### src/rtl/ex_stage_if.sv
// ID/EX -> EX bus and EX -> EX/MEM / forwarding bus for the execute stage.
// Latency: wires only; no storage in the interface.
// Backpressure: ex_stall_req from the slave holds the master (ID/EX) contents.
//
// Shared encodings for the execute stage live here so that every user of the
// interface sees the same operation and class codes.
//
// Signals (master = ID/EX side, slave = ex_stage):
//   ex_valid        master->slave  instruction valid
//   ex_rtlop_i      master->slave  operation code
//   ex_rtltype_i    master->slave  operation class
//   ex_pc_i         master->slave  instruction PC
//   ex_src1_i/2_i   master->slave  operands
//   ex_gprs_waddr_i master->slave  destination register
//   ex_stall_req    slave->master  hold ID/EX and upstream this cycle
//   ex_valid_o      slave->master  result valid to EX/MEM
//   ex_pc_o         slave->master  PC passthrough
//   ex_gprs_we_o    slave->master  register write enable (also forwarding)
//   ex_gprs_waddr_o slave->master  destination register passthrough
//   ex_gprs_wdata_o slave->master  result
`ifndef EX_STAGE_DEFS_SVH
`define EX_STAGE_DEFS_SVH

`define DATA_BUS        31:0
`define REG_BUS         4:0
`define RTLOP_BUS       4:0
`define RTLTYPE_BUS     1:0

`define REG_X0          5'd0

`define RTLTYPE_NONE    2'd0
`define RTLTYPE_ARICH   2'd1
`define RTLTYPE_MULDIV  2'd2

`define RTLOP_ADD       5'd0
`define RTLOP_SUB       5'd1
`define RTLOP_AND       5'd2
`define RTLOP_OR        5'd3
`define RTLOP_XOR       5'd4
`define RTLOP_SLL       5'd5
`define RTLOP_SRL       5'd6
`define RTLOP_SRA       5'd7
`define RTLOP_SLT       5'd8
`define RTLOP_SLTU      5'd9
`define RTLOP_MUL       5'd10
`define RTLOP_MULH      5'd11
`define RTLOP_MULHSU    5'd12
`define RTLOP_MULHU     5'd13
`define RTLOP_DIV       5'd14
`define RTLOP_DIVU      5'd15
`define RTLOP_REM       5'd16
`define RTLOP_REMU      5'd17

`endif

interface ex_stage_if;
    logic                 ex_valid;
    logic [`RTLOP_BUS]    ex_rtlop_i;
    logic [`RTLTYPE_BUS]  ex_rtltype_i;
    logic [`DATA_BUS]     ex_pc_i;
    logic [`DATA_BUS]     ex_src1_i;
    logic [`DATA_BUS]     ex_src2_i;
    logic [`REG_BUS]      ex_gprs_waddr_i;

    logic                 ex_stall_req;
    logic                 ex_valid_o;
    logic [`DATA_BUS]     ex_pc_o;
    logic                 ex_gprs_we_o;
    logic [`REG_BUS]      ex_gprs_waddr_o;
    logic [`DATA_BUS]     ex_gprs_wdata_o;

    modport master (
        output ex_valid, ex_rtlop_i, ex_rtltype_i, ex_pc_i,
               ex_src1_i, ex_src2_i, ex_gprs_waddr_i,
        input  ex_stall_req, ex_valid_o, ex_pc_o,
               ex_gprs_we_o, ex_gprs_waddr_o, ex_gprs_wdata_o
    );

    modport slave (
        input  ex_valid, ex_rtlop_i, ex_rtltype_i, ex_pc_i,
               ex_src1_i, ex_src2_i, ex_gprs_waddr_i,
        output ex_stall_req, ex_valid_o, ex_pc_o,
               ex_gprs_we_o, ex_gprs_waddr_o, ex_gprs_wdata_o
    );
endinterface

### src/rtl/ex_stage.sv
// Execute stage: combinational ALU/multiplier plus an iterative restoring divider.
// Latency: ALU/MUL same cycle; divide 34 cycles (33 stalled); div-by-zero/overflow 2 cycles.
// Backpressure: raises ex_stall_req while the divider owns the instruction; flush/rst abort.
//
// Ports:
//   clk   rising-edge clock
//   rst   synchronous active-high reset
//   flush pipeline flush (same signal that clears ID/EX)
//   bus   ex_stage_if.slave: ID/EX operands in, EX/MEM result and stall request out
module ex_stage #(
    parameter int XLEN = 32    // datapath width, must match the DATA_BUS width
) (
    input  logic       clk,
    input  logic       rst,
    input  logic       flush,
    ex_stage_if.slave  bus
);

    typedef enum logic [1:0] {
        S_IDLE = 2'd0,
        S_BUSY = 2'd1,
        S_DONE = 2'd2
    } div_state_t;

    localparam logic [XLEN-1:0] INT_MIN = {1'b1, {(XLEN-1){1'b0}}};

    // ------------------------------------------------------------------
    // Operand / decode
    // ------------------------------------------------------------------
    logic [XLEN-1:0] src1;
    logic [XLEN-1:0] src2;
    logic [4:0]      shamt;
    logic            kill;
    logic            is_arith;
    logic            arith_legal;
    logic            is_div_op;
    logic            div_signed;
    logic            div_is_rem;
    logic            div_req;

    assign src1  = bus.ex_src1_i;
    assign src2  = bus.ex_src2_i;
    assign shamt = src2[4:0];
    assign kill  = rst | flush;

    assign is_arith    = (bus.ex_rtltype_i == `RTLTYPE_ARICH);
    assign arith_legal = (bus.ex_rtlop_i <= `RTLOP_MULHU);
    assign is_div_op   = (bus.ex_rtltype_i == `RTLTYPE_MULDIV) &&
                         ((bus.ex_rtlop_i == `RTLOP_DIV) || (bus.ex_rtlop_i == `RTLOP_DIVU) ||
                          (bus.ex_rtlop_i == `RTLOP_REM) || (bus.ex_rtlop_i == `RTLOP_REMU));
    assign div_signed  = (bus.ex_rtlop_i == `RTLOP_DIV) || (bus.ex_rtlop_i == `RTLOP_REM);
    assign div_is_rem  = (bus.ex_rtlop_i == `RTLOP_REM) || (bus.ex_rtlop_i == `RTLOP_REMU);
    assign div_req     = bus.ex_valid & is_div_op;

    // ------------------------------------------------------------------
    // Single-cycle ALU and multiplier
    // ------------------------------------------------------------------
    // One 2*XLEN multiplier serves all four multiply ops: the operands are
    // sign- or zero-extended to 2*XLEN so the truncated product is exact.
    logic            mul_a_signed;
    logic            mul_b_signed;
    logic [2*XLEN-1:0] mul_a;
    logic [2*XLEN-1:0] mul_b;
    logic [2*XLEN-1:0] mul_prod;
    logic [XLEN-1:0]   alu_res;

    assign mul_a_signed = (bus.ex_rtlop_i == `RTLOP_MULH) || (bus.ex_rtlop_i == `RTLOP_MULHSU);
    assign mul_b_signed = (bus.ex_rtlop_i == `RTLOP_MULH);
    assign mul_a    = {{XLEN{mul_a_signed & src1[XLEN-1]}}, src1};
    assign mul_b    = {{XLEN{mul_b_signed & src2[XLEN-1]}}, src2};
    assign mul_prod = mul_a * mul_b;

    always_comb begin
        alu_res = '0;
        case (bus.ex_rtlop_i)
            `RTLOP_ADD:    alu_res = src1 + src2;
            `RTLOP_SUB:    alu_res = src1 - src2;
            `RTLOP_AND:    alu_res = src1 & src2;
            `RTLOP_OR:     alu_res = src1 | src2;
            `RTLOP_XOR:    alu_res = src1 ^ src2;
            `RTLOP_SLL:    alu_res = src1 << shamt;
            `RTLOP_SRL:    alu_res = src1 >> shamt;
            `RTLOP_SRA:    alu_res = $signed(src1) >>> shamt;
            `RTLOP_SLT:    alu_res = {{(XLEN-1){1'b0}}, ($signed(src1) < $signed(src2))};
            `RTLOP_SLTU:   alu_res = {{(XLEN-1){1'b0}}, (src1 < src2)};
            `RTLOP_MUL:    alu_res = mul_prod[XLEN-1:0];
            `RTLOP_MULH,
            `RTLOP_MULHSU,
            `RTLOP_MULHU:  alu_res = mul_prod[2*XLEN-1:XLEN];
            default:       alu_res = '0;
        endcase
    end

    // ------------------------------------------------------------------
    // Divider: operand preparation
    // ------------------------------------------------------------------
    logic            src1_neg;
    logic            src2_neg;
    logic [XLEN-1:0] src1_mag;
    logic [XLEN-1:0] src2_mag;
    logic            div_by_zero;
    logic            div_ovf;

    assign src1_neg    = div_signed & src1[XLEN-1];
    assign src2_neg    = div_signed & src2[XLEN-1];
    assign src1_mag    = src1_neg ? (~src1 + XLEN'(1)) : src1;
    assign src2_mag    = src2_neg ? (~src2 + XLEN'(1)) : src2;
    assign div_by_zero = (src2 == '0);
    assign div_ovf     = div_signed && (src1 == INT_MIN) && (src2 == '1);

    // ------------------------------------------------------------------
    // Divider FSM: state register / next state / outputs
    // ------------------------------------------------------------------
    div_state_t state_q;
    div_state_t state_d;
    logic [4:0] cnt_q;
    logic       stall_req;

    always_ff @(posedge clk) begin
        if (kill) begin
            state_q <= S_IDLE;
        end else begin
            state_q <= state_d;
        end
    end

    always_comb begin
        state_d = state_q;
        case (state_q)
            S_IDLE: begin
                if (div_req) begin
                    state_d = (div_by_zero || div_ovf) ? S_DONE : S_BUSY;
                end
            end
            S_BUSY: begin
                if (cnt_q == 5'd0) begin
                    state_d = S_DONE;
                end
            end
            S_DONE:  state_d = S_IDLE;
            default: state_d = S_IDLE;
        endcase
    end

    // Stall covers the latch cycle and every BUSY cycle; DONE presents the
    // result so ID/EX may advance. Reset/flush win over everything.
    always_comb begin
        stall_req = 1'b0;
        if (!kill) begin
            case (state_q)
                S_IDLE:  stall_req = div_req;
                S_BUSY:  stall_req = 1'b1;
                default: stall_req = 1'b0;
            endcase
        end
    end

    // ------------------------------------------------------------------
    // Divider datapath
    // ------------------------------------------------------------------
    logic [XLEN-1:0] rem_q;      // partial remainder
    logic [XLEN-1:0] quo_q;      // dividend shifts out the top, quotient in the bottom
    logic [XLEN-1:0] dvsr_q;     // |divisor|
    logic            sign1_q;
    logic            sign2_q;
    logic            rem_sel_q;
    logic            special_q;  // div-by-zero / overflow: results are final as loaded

    // The shifted remainder needs XLEN+1 bits: with |divisor| above 2^(XLEN-1)
    // the doubled remainder can exceed XLEN bits before the trial subtract.
    logic [XLEN:0] trial;
    logic [XLEN:0] diff;

    assign trial = {rem_q, quo_q[XLEN-1]};
    assign diff  = trial - {1'b0, dvsr_q};

    always_ff @(posedge clk) begin
        if (kill) begin
            cnt_q     <= 5'd0;
            rem_q     <= '0;
            quo_q     <= '0;
            dvsr_q    <= '0;
            sign1_q   <= 1'b0;
            sign2_q   <= 1'b0;
            rem_sel_q <= 1'b0;
            special_q <= 1'b0;
        end else begin
            case (state_q)
                S_IDLE: begin
                    if (div_req) begin
                        sign1_q   <= src1_neg;
                        sign2_q   <= src2_neg;
                        rem_sel_q <= div_is_rem;
                        dvsr_q    <= src2_mag;
                        special_q <= div_by_zero | div_ovf;
                        if (div_by_zero) begin
                            quo_q <= '1;
                            rem_q <= src1;
                        end else if (div_ovf) begin
                            quo_q <= INT_MIN;
                            rem_q <= '0;
                        end else begin
                            quo_q <= src1_mag;
                            rem_q <= '0;
                            cnt_q <= 5'd31;
                        end
                    end
                end
                S_BUSY: begin
                    // diff[XLEN] set means the trial went negative: restore.
                    quo_q <= {quo_q[XLEN-2:0], ~diff[XLEN]};
                    rem_q <= diff[XLEN] ? trial[XLEN-1:0] : diff[XLEN-1:0];
                    if (cnt_q != 5'd0) begin
                        cnt_q <= cnt_q - 5'd1;
                    end
                end
                default: ;
            endcase
        end
    end

    logic [XLEN-1:0] quo_fix;
    logic [XLEN-1:0] rem_fix;
    logic [XLEN-1:0] div_res;

    assign quo_fix = (!special_q && (sign1_q ^ sign2_q)) ? (~quo_q + XLEN'(1)) : quo_q;
    assign rem_fix = (!special_q && sign1_q)             ? (~rem_q + XLEN'(1)) : rem_q;
    assign div_res = rem_sel_q ? rem_fix : quo_fix;

    // ------------------------------------------------------------------
    // Result select and outputs. Selection depends only on type/op, never
    // on stall_req, so no loop exists through the stall network.
    // ------------------------------------------------------------------
    logic            legal_op;
    logic [XLEN-1:0] wdata;
    logic            valid_o;

    assign legal_op = (is_arith & arith_legal) | is_div_op;

    always_comb begin
        wdata = '0;
        if (is_arith && arith_legal) begin
            wdata = alu_res;
        end else if (is_div_op) begin
            wdata = div_res;
        end
    end

    assign valid_o = bus.ex_valid & ~stall_req & ~kill;

    assign bus.ex_stall_req    = stall_req;
    assign bus.ex_valid_o      = valid_o;
    assign bus.ex_pc_o         = bus.ex_pc_i;
    assign bus.ex_gprs_waddr_o = bus.ex_gprs_waddr_i;
    assign bus.ex_gprs_we_o    = valid_o & (bus.ex_gprs_waddr_i != `REG_X0) & legal_op;
    assign bus.ex_gprs_wdata_o = wdata;

endmodule

### src/flat_wrapper.sv
// flat-port wrapper written by rule: the top's interface ports become plain ports
module ex_stage_flat 
#(
    parameter int XLEN = 32                                                    
)
  (clk, rst, flush, bus_ex_valid, bus_ex_rtlop_i, bus_ex_rtltype_i, bus_ex_pc_i, bus_ex_src1_i, bus_ex_src2_i, bus_ex_gprs_waddr_i, bus_ex_stall_req, bus_ex_valid_o, bus_ex_pc_o, bus_ex_gprs_we_o, bus_ex_gprs_waddr_o, bus_ex_gprs_wdata_o);
  ex_stage_if bus_i ();
  input  logic clk;
  input  logic rst;
  input  logic flush;
  input wire logic [$bits(bus_i.ex_valid)-1:0] bus_ex_valid;
  input wire logic [$bits(bus_i.ex_rtlop_i)-1:0] bus_ex_rtlop_i;
  input wire logic [$bits(bus_i.ex_rtltype_i)-1:0] bus_ex_rtltype_i;
  input wire logic [$bits(bus_i.ex_pc_i)-1:0] bus_ex_pc_i;
  input wire logic [$bits(bus_i.ex_src1_i)-1:0] bus_ex_src1_i;
  input wire logic [$bits(bus_i.ex_src2_i)-1:0] bus_ex_src2_i;
  input wire logic [$bits(bus_i.ex_gprs_waddr_i)-1:0] bus_ex_gprs_waddr_i;
  output wire logic [$bits(bus_i.ex_stall_req)-1:0] bus_ex_stall_req;
  output wire logic [$bits(bus_i.ex_valid_o)-1:0] bus_ex_valid_o;
  output wire logic [$bits(bus_i.ex_pc_o)-1:0] bus_ex_pc_o;
  output wire logic [$bits(bus_i.ex_gprs_we_o)-1:0] bus_ex_gprs_we_o;
  output wire logic [$bits(bus_i.ex_gprs_waddr_o)-1:0] bus_ex_gprs_waddr_o;
  output wire logic [$bits(bus_i.ex_gprs_wdata_o)-1:0] bus_ex_gprs_wdata_o;
  assign bus_i.ex_valid = bus_ex_valid;
  assign bus_i.ex_rtlop_i = bus_ex_rtlop_i;
  assign bus_i.ex_rtltype_i = bus_ex_rtltype_i;
  assign bus_i.ex_pc_i = bus_ex_pc_i;
  assign bus_i.ex_src1_i = bus_ex_src1_i;
  assign bus_i.ex_src2_i = bus_ex_src2_i;
  assign bus_i.ex_gprs_waddr_i = bus_ex_gprs_waddr_i;
  assign bus_ex_stall_req = bus_i.ex_stall_req;
  assign bus_ex_valid_o = bus_i.ex_valid_o;
  assign bus_ex_pc_o = bus_i.ex_pc_o;
  assign bus_ex_gprs_we_o = bus_i.ex_gprs_we_o;
  assign bus_ex_gprs_waddr_o = bus_i.ex_gprs_waddr_o;
  assign bus_ex_gprs_wdata_o = bus_i.ex_gprs_wdata_o;
  ex_stage #(.XLEN(XLEN)) u_core (.clk(clk), .rst(rst), .flush(flush), .bus(bus_i));
endmodule
### config.mk
export PLATFORM = sky130hd
export DESIGN_NAME = ex_stage_flat
export DESIGN_NICKNAME = d
export VERILOG_FILES = /design/src/rtl/ex_stage_if.sv /design/src/rtl/ex_stage.sv /design/src/flat_wrapper.sv
export SDC_FILE = /design/constraint.sdc
export NUM_CORES = 2
export LEC_CHECK = 0
export ABC_CLOCK_PERIOD_IN_PS = 15660
export BUFFER_PORTS_ARGS = -buffer_cell sky130_fd_sc_hd__clkbuf_2
export CAP_MARGIN = 5
export CORE_MARGIN = 8
export CORE_UTILIZATION = 50
export CTS_BUF_LIST = sky130_fd_sc_hd__clkbuf_4
export CTS_CLUSTER_SIZE = 10
export DETAILED_ROUTE_END_ITERATION = 8
export HOLD_SLACK_MARGIN = 0.12
export PLACE_DENSITY_LB_ADDON = 0.05
export SYNTH_ARGS = -nofsm -noshare
export SYNTH_HDL_FRONTEND = slang
export SYNTH_SLANG_ARGS = --single-unit
### constraint.sdc
create_clock -name clk -period 15.66 [get_ports clk]
set_clock_uncertainty 0.2 [all_clocks]
set_input_delay 1.566 -clock clk [delete_from_list [all_inputs] [get_ports clk]]
set_output_delay 1.566 -clock clk [all_outputs]
set_load 0.005 [all_outputs]
; Word level (Yosys, flattened, before mapping)
; Cells that the tools add are included.
[word_totals]
in_bits = 112
wordCells = 128
output_inout_bits = 72
ff_bits = 107
[op_classes]
n_eq_ne = 27
magnitude_cmp = 3
bitwise_logic = 24
muxes = 27
mul = 1
addsub = 8
reduce_logical = 26
n_shift = 3
[ops]
columns = cell, count
row1 = $mux 32, 13
row2 = $pmux 32 s12, 1
row3 = $add 32x1->32 const B, 4
row4 = $not 32->32, 4
row5 = $pmux 32 s2, 2
row6 = $eq 32x32->1 const B, 2
row7 = $lt 32x32->1, 2
row8 = $mul 33x33->64, 1
row9 = $eq 5x4->1 const B, 8
row10 = $sub 33x32->33, 1
row11 = $add 32x32->32, 1
row12 = $and 32x32->32, 1
row13 = $logic_not 32->1, 1
row14 = $or 32x32->32, 1
row15 = $shl 32x5->32, 1
row16 = $shr 32x5->32, 1
row17 = $sshr 32x5->32, 1
row18 = $sub 32x32->32, 1
row19 = $xor 32x32->32, 1
row20 = $eq 5x3->1 const B, 4
row21 = $mux 5, 4
row22 = $and 1x1->1, 10
row23 = $eq 5x2->1 const B, 2
row24 = $eq 5x5->1 const B, 2
row25 = 25 further kinds, 50

; Logic depth before layout (Yosys ltp)
[depth]
ltp_word = 13
depth_mapped = 35
depth_no_buf = 31

; Least setup slack after synthesis
; Ideal clock, no wire load.
[synth_path]
path_type = input to output
from = input port bus_ex_rtlop_i[1]
to = output port bus_ex_gprs_wdata_o[31]
path_slack_ns = 3.645
required_ns = 13.894
cell_stages = 32
arrival_time_ns = 10.249
path_buffers = 4
path_cell_list = clkbuf_1 > or3b_1 > a21oi_1 > and2_1 > clkbuf_1 > buf_1 > nand2_1 > fa_1 > fa_1 > inv_1 > fa_1 > inv_1 > fa_1 > inv_1 > fa_1 > fa_1 > fa_1 > inv_1 > fa_1 > inv_1 > ha_1 > clkbuf_1 > a21oi_1 > nor2_1 > nor3_1 > a21oi_1 > a221oi_1 > o221ai_1 > a21oi_2 > o22ai_1 > o221a_1 > a32oi_1
[synth_via]
elab_chain_cells = 7
word_cells_on_any_way = 32
cone_classes = 1 x mul / 1 x order compare / 17 x eq/ne / 3 x mux / 2 x bitwise / 8 x reduce/logical
[synth_lines]
columns = item, line
row1 = start: declaration, flat_wrapper.sv:12  ; input wire logic [$bits(bus_i.ex_rtlop_i)-1:0] bus_ex_rtlop_i;
row2 = "parallel branches: the longest is 6 deep, another holds $mul 33x33->64", -
row3 = $mux 32 (*), ex_stage.sv:242  ; if (is_arith && arith_legal) begin
row4 = end: declaration, flat_wrapper.sv:23  ; output wire logic [$bits(bus_i.ex_gprs_wdata_o)-1:0] bus_ex_gprs_wdata_o;
; Every way passes the cells marked *.

; Worst setup path after layout
[layout_path]
from = input port bus_ex_rtlop_i[0]
to = output port bus_ex_gprs_wdata_o[31]
; Same word-level chain as after synthesis.

==> impl_metrics.py <==
metrics = {
    "yosys": {
        "synth_edf_count": 0,
        "synth.top_cells.by_count": "inv_1 (1345), fa_1 (1128), nand2_1 (964), nor2_1 (588), ha_1 (348)",
        "synth.largest_area_cell": "fa_1",
        "ys_ff_latch": 107,
        "ys_seq_area_share_pct": 3.83,
        "synthDistinctLibCells": 108,
        "async_flop_share_pct": 0,
        "synthesis.area_sq_mm": 0.0559,
        "synth_most_common_cell": "inv_1",
        "syn_avg_cell_area_sq_um": 8.07,
        "syn_inst": 6927,
        "yosys-top-cells-area": "fa_1 (40%), inv_1 (9.0%), ha_1 (7.8%)",
        "syn-num-nets": 8515,
        "ys.flop_type": "dfxtp_1",
        "yosysWarnings": 0,
        "synth_top_area_share_pct": 40.4,
    },
    "final_layout": {
        "fin_util_pct": 52.1,
        "area_delta_synth_final_pct": 3.42,
        "design_area_sq_mm": 0.0578,
        "layout.nets": 8313,
        "drive_gt1_share_pct": 6.24,
    },
    "worst_setup_path": {
        "path_delay_family": "adder cells",
        "reg2reg_depth": 15,
        "crit_arrival_ns": 11.85,
        "r2r-start": "u_core.quo_q[31]",
        "r2r-end": "u_core.rem_q[13]",
        "cp_common_cell": "fa_1",
        "worstSetupEndpointType": "output pin",
        "worst-path-max-fanout": 44,
        "cp.buffers_inverters": 10,
        "r2r_setup_slack_ns": 10.88,
        "worst_ep_required_time_ns": 13.89,
        "cp_slowest_cell": "fa_1",
        "cpPeakStageDelay_ns": 0.82,
        "start_kind": "input port",
        "path_class": "in2out",
    },
    "timing": {
        "hold_violations": 0,
        "tightest_slew_ns": 1.27,
        "rsz0062_at_grt": "false",
        "max_freq_mhz": 73.4,
        "period_minus_slack_ns": 13.62,
        "min_period_over_period_pct": 87.0,
        "setup-violations-final": 0,
        "tns_ns": 0,
        "slew_violations": 0,
        "relSlewSlack_pct": 15.1,
    },
    "floorplanning": {
        "initial_core_util_pct": 50.4,
        "ios": 184,
        "rows": 122,
        "fp.dieH_um": 350,
        "die_w_um": 350,
        "dieArea_sq_mm": 0.123,
        "core_area_sq_mm": 0.111,
    },
    "route": {
        "drt-initial-drc-count": 6259,
        "vias": 51640,
        "wire_per_inst_um": 30.9,
        "drt_pass1_iterations": 9,
        "vias_per_cell": 6.27,
        "antenna_left": 0,
        "wirelength_mm": 255,
        "drcViolationCount": 0,
    },
    "hold_path": {
        "hold_path_class": "reg2reg",
        "hold_end": "u_core.quo_q[30]",
        "min-delay-start": "u_core.quo_q[29]",
        "hold-path-cell-count": 2,
    },
    "place": {
        "dpl_cell_area_sq_mm": 0.0576,
        "dp_hpwl_mm": 197,
        "place_congestion": 1.09,
        "port_buffers": 119,
    },
    "global_routing": {
        "grt_pass1_wl_mm": 368,
        "antenna_found_initial": 21,
        "overflow": 0,
        "first_global_vias": 51565,
        "grtUsageTotal_pct": 41.2,
        "grt_start_max_net_pins": 71,
    },
    "run": {
        "drv_cap": 0,
    },
    "run_status": {
        "status": "completed",
    },
    "clock_network": {
        "cts_tree": "yes",
        "cts_setup_buffers": 0,
        "clockBufferDepth": 2,
        "clk-insertion-delay-late_ns": 0.60,
        "clk_pin_slew_ns": 0.22,
        "hold_buffers": 0,
        "cts_resized": 0,
        "htreeDepth": 3,
        "clkSinkCount": 107,
        "clock-root-buffer": "clkbuf_4",
        "cts_made_buffers": 9,
    },
}
flip-flops by register name (all words and copies together), names as in the netlist:
register / count
u_core.dvsr_q: 32
u_core.quo_q: 32
u_core.rem_q: 32
u_core.cnt_q: 5
u_core.state_q: 2
u_core.rem_sel_q: 1
u_core.sign1_q: 1
u_core.sign2_q: 1
u_core.special_q: 1
cells by family (layout without fill, tap and decap cells):
kind of cell | Yosys count | in the layout | share of synthesized area (%)
buf+inv | 1863 | 1666 | 12.8
flops | 107 | 107 | 3.83
xor+xnor | 222 | 222 | 3.48
other cells | 0 | 14 | 0
fa+ha+maj | 1476 | 1476 | 48.2
compound gates | 1187 | 1187 | 13.8
simple gates | 1962 | 1962 | 14.9
mux | 110 | 110 | 2.90
worst register-to-register path: cells and delay by family (launching register included):
kind,cells,cell delay [ns]
adders and majority gates,2,0.66
DFF,1,0.54
muxes,1,0.46
and+or+nand+nor,4,0.69
buffers and inverters,2,0.76
AOI/OAI and AO/OA,6,1.39
worst max-delay path by stage:
stage                           start                      end  slack (ns)  cells after the start
floorplan           bus_ex_rtlop_i[1]  bus_ex_gprs_wdata_o[31]        3.64                     32
global placement    bus_ex_rtlop_i[0]  bus_ex_gprs_wdata_o[27]        2.28                     33
detailed placement  bus_ex_rtlop_i[0]  bus_ex_gprs_wdata_o[31]        2.17                     33
CTS                 bus_ex_rtlop_i[0]  bus_ex_gprs_wdata_o[31]        2.15                     33
global route        bus_ex_rtlop_i[0]  bus_ex_gprs_wdata_o[27]        1.44                     33
finish              bus_ex_rtlop_i[0]  bus_ex_gprs_wdata_o[31]        2.04                     33
placed cells by master, fill, tap and decap left out, types with 114 or more instances in the layout:
master,netlist,layout
nor2_1,588,586
o21ai_0,250,249
buf_4,39,164
clkbuf_2,1,114
xnor2_1,175,175
ha_1,348,348
fa_1,1128,1128
nand2_1,964,964
a21oi_1,325,325
inv_1,1345,1344
routing by layer:
metal  GRT usage [%]  vias to the layer above  share of wire (%)  routed length (um)
met5               0                        -              0.018                  45
met2            61.4                     3322                 42              108000
li1                -                    21373                  -                   -
met1            54.4                    26197                 39               98700
met3            12.0                      742                 12               30600
met4            21.9                        6                6.8               17300
area by class of cell:
| type | instances | area [sq um] |
|---|---|---|
| diodes | 14 | 35.0 |
| clock buffers | 9 | 67.6 |
| clock inverters | 7 | 105 |
| fillers | 10950 | 53000 |
| inverters | 1370 | 5140 |
| multi-input cells | 4957 | 46600 |
| flip-flops and latches | 107 | 2140 |
| well taps | 1488 | 1860 |
| repair buffers | 280 | 1810 |
per-stage QoR:
stage | hold WS (ns) | setup slack, ns | std cells
floorplan | 0.241 | 3.64 | 6927
global placement | 0.262 | 2.28 | 8202
detailed placement | 0.271 | 2.17 | 8202
CTS | 0.282 | 2.15 | 8218
global route | 0.316 | 1.44 | 8220
finish | 0.278 | 2.04 | 8232
Power is not shown: default switching activity piles up to over one toggle a cycle in this logic, so the estimate is an artifact.
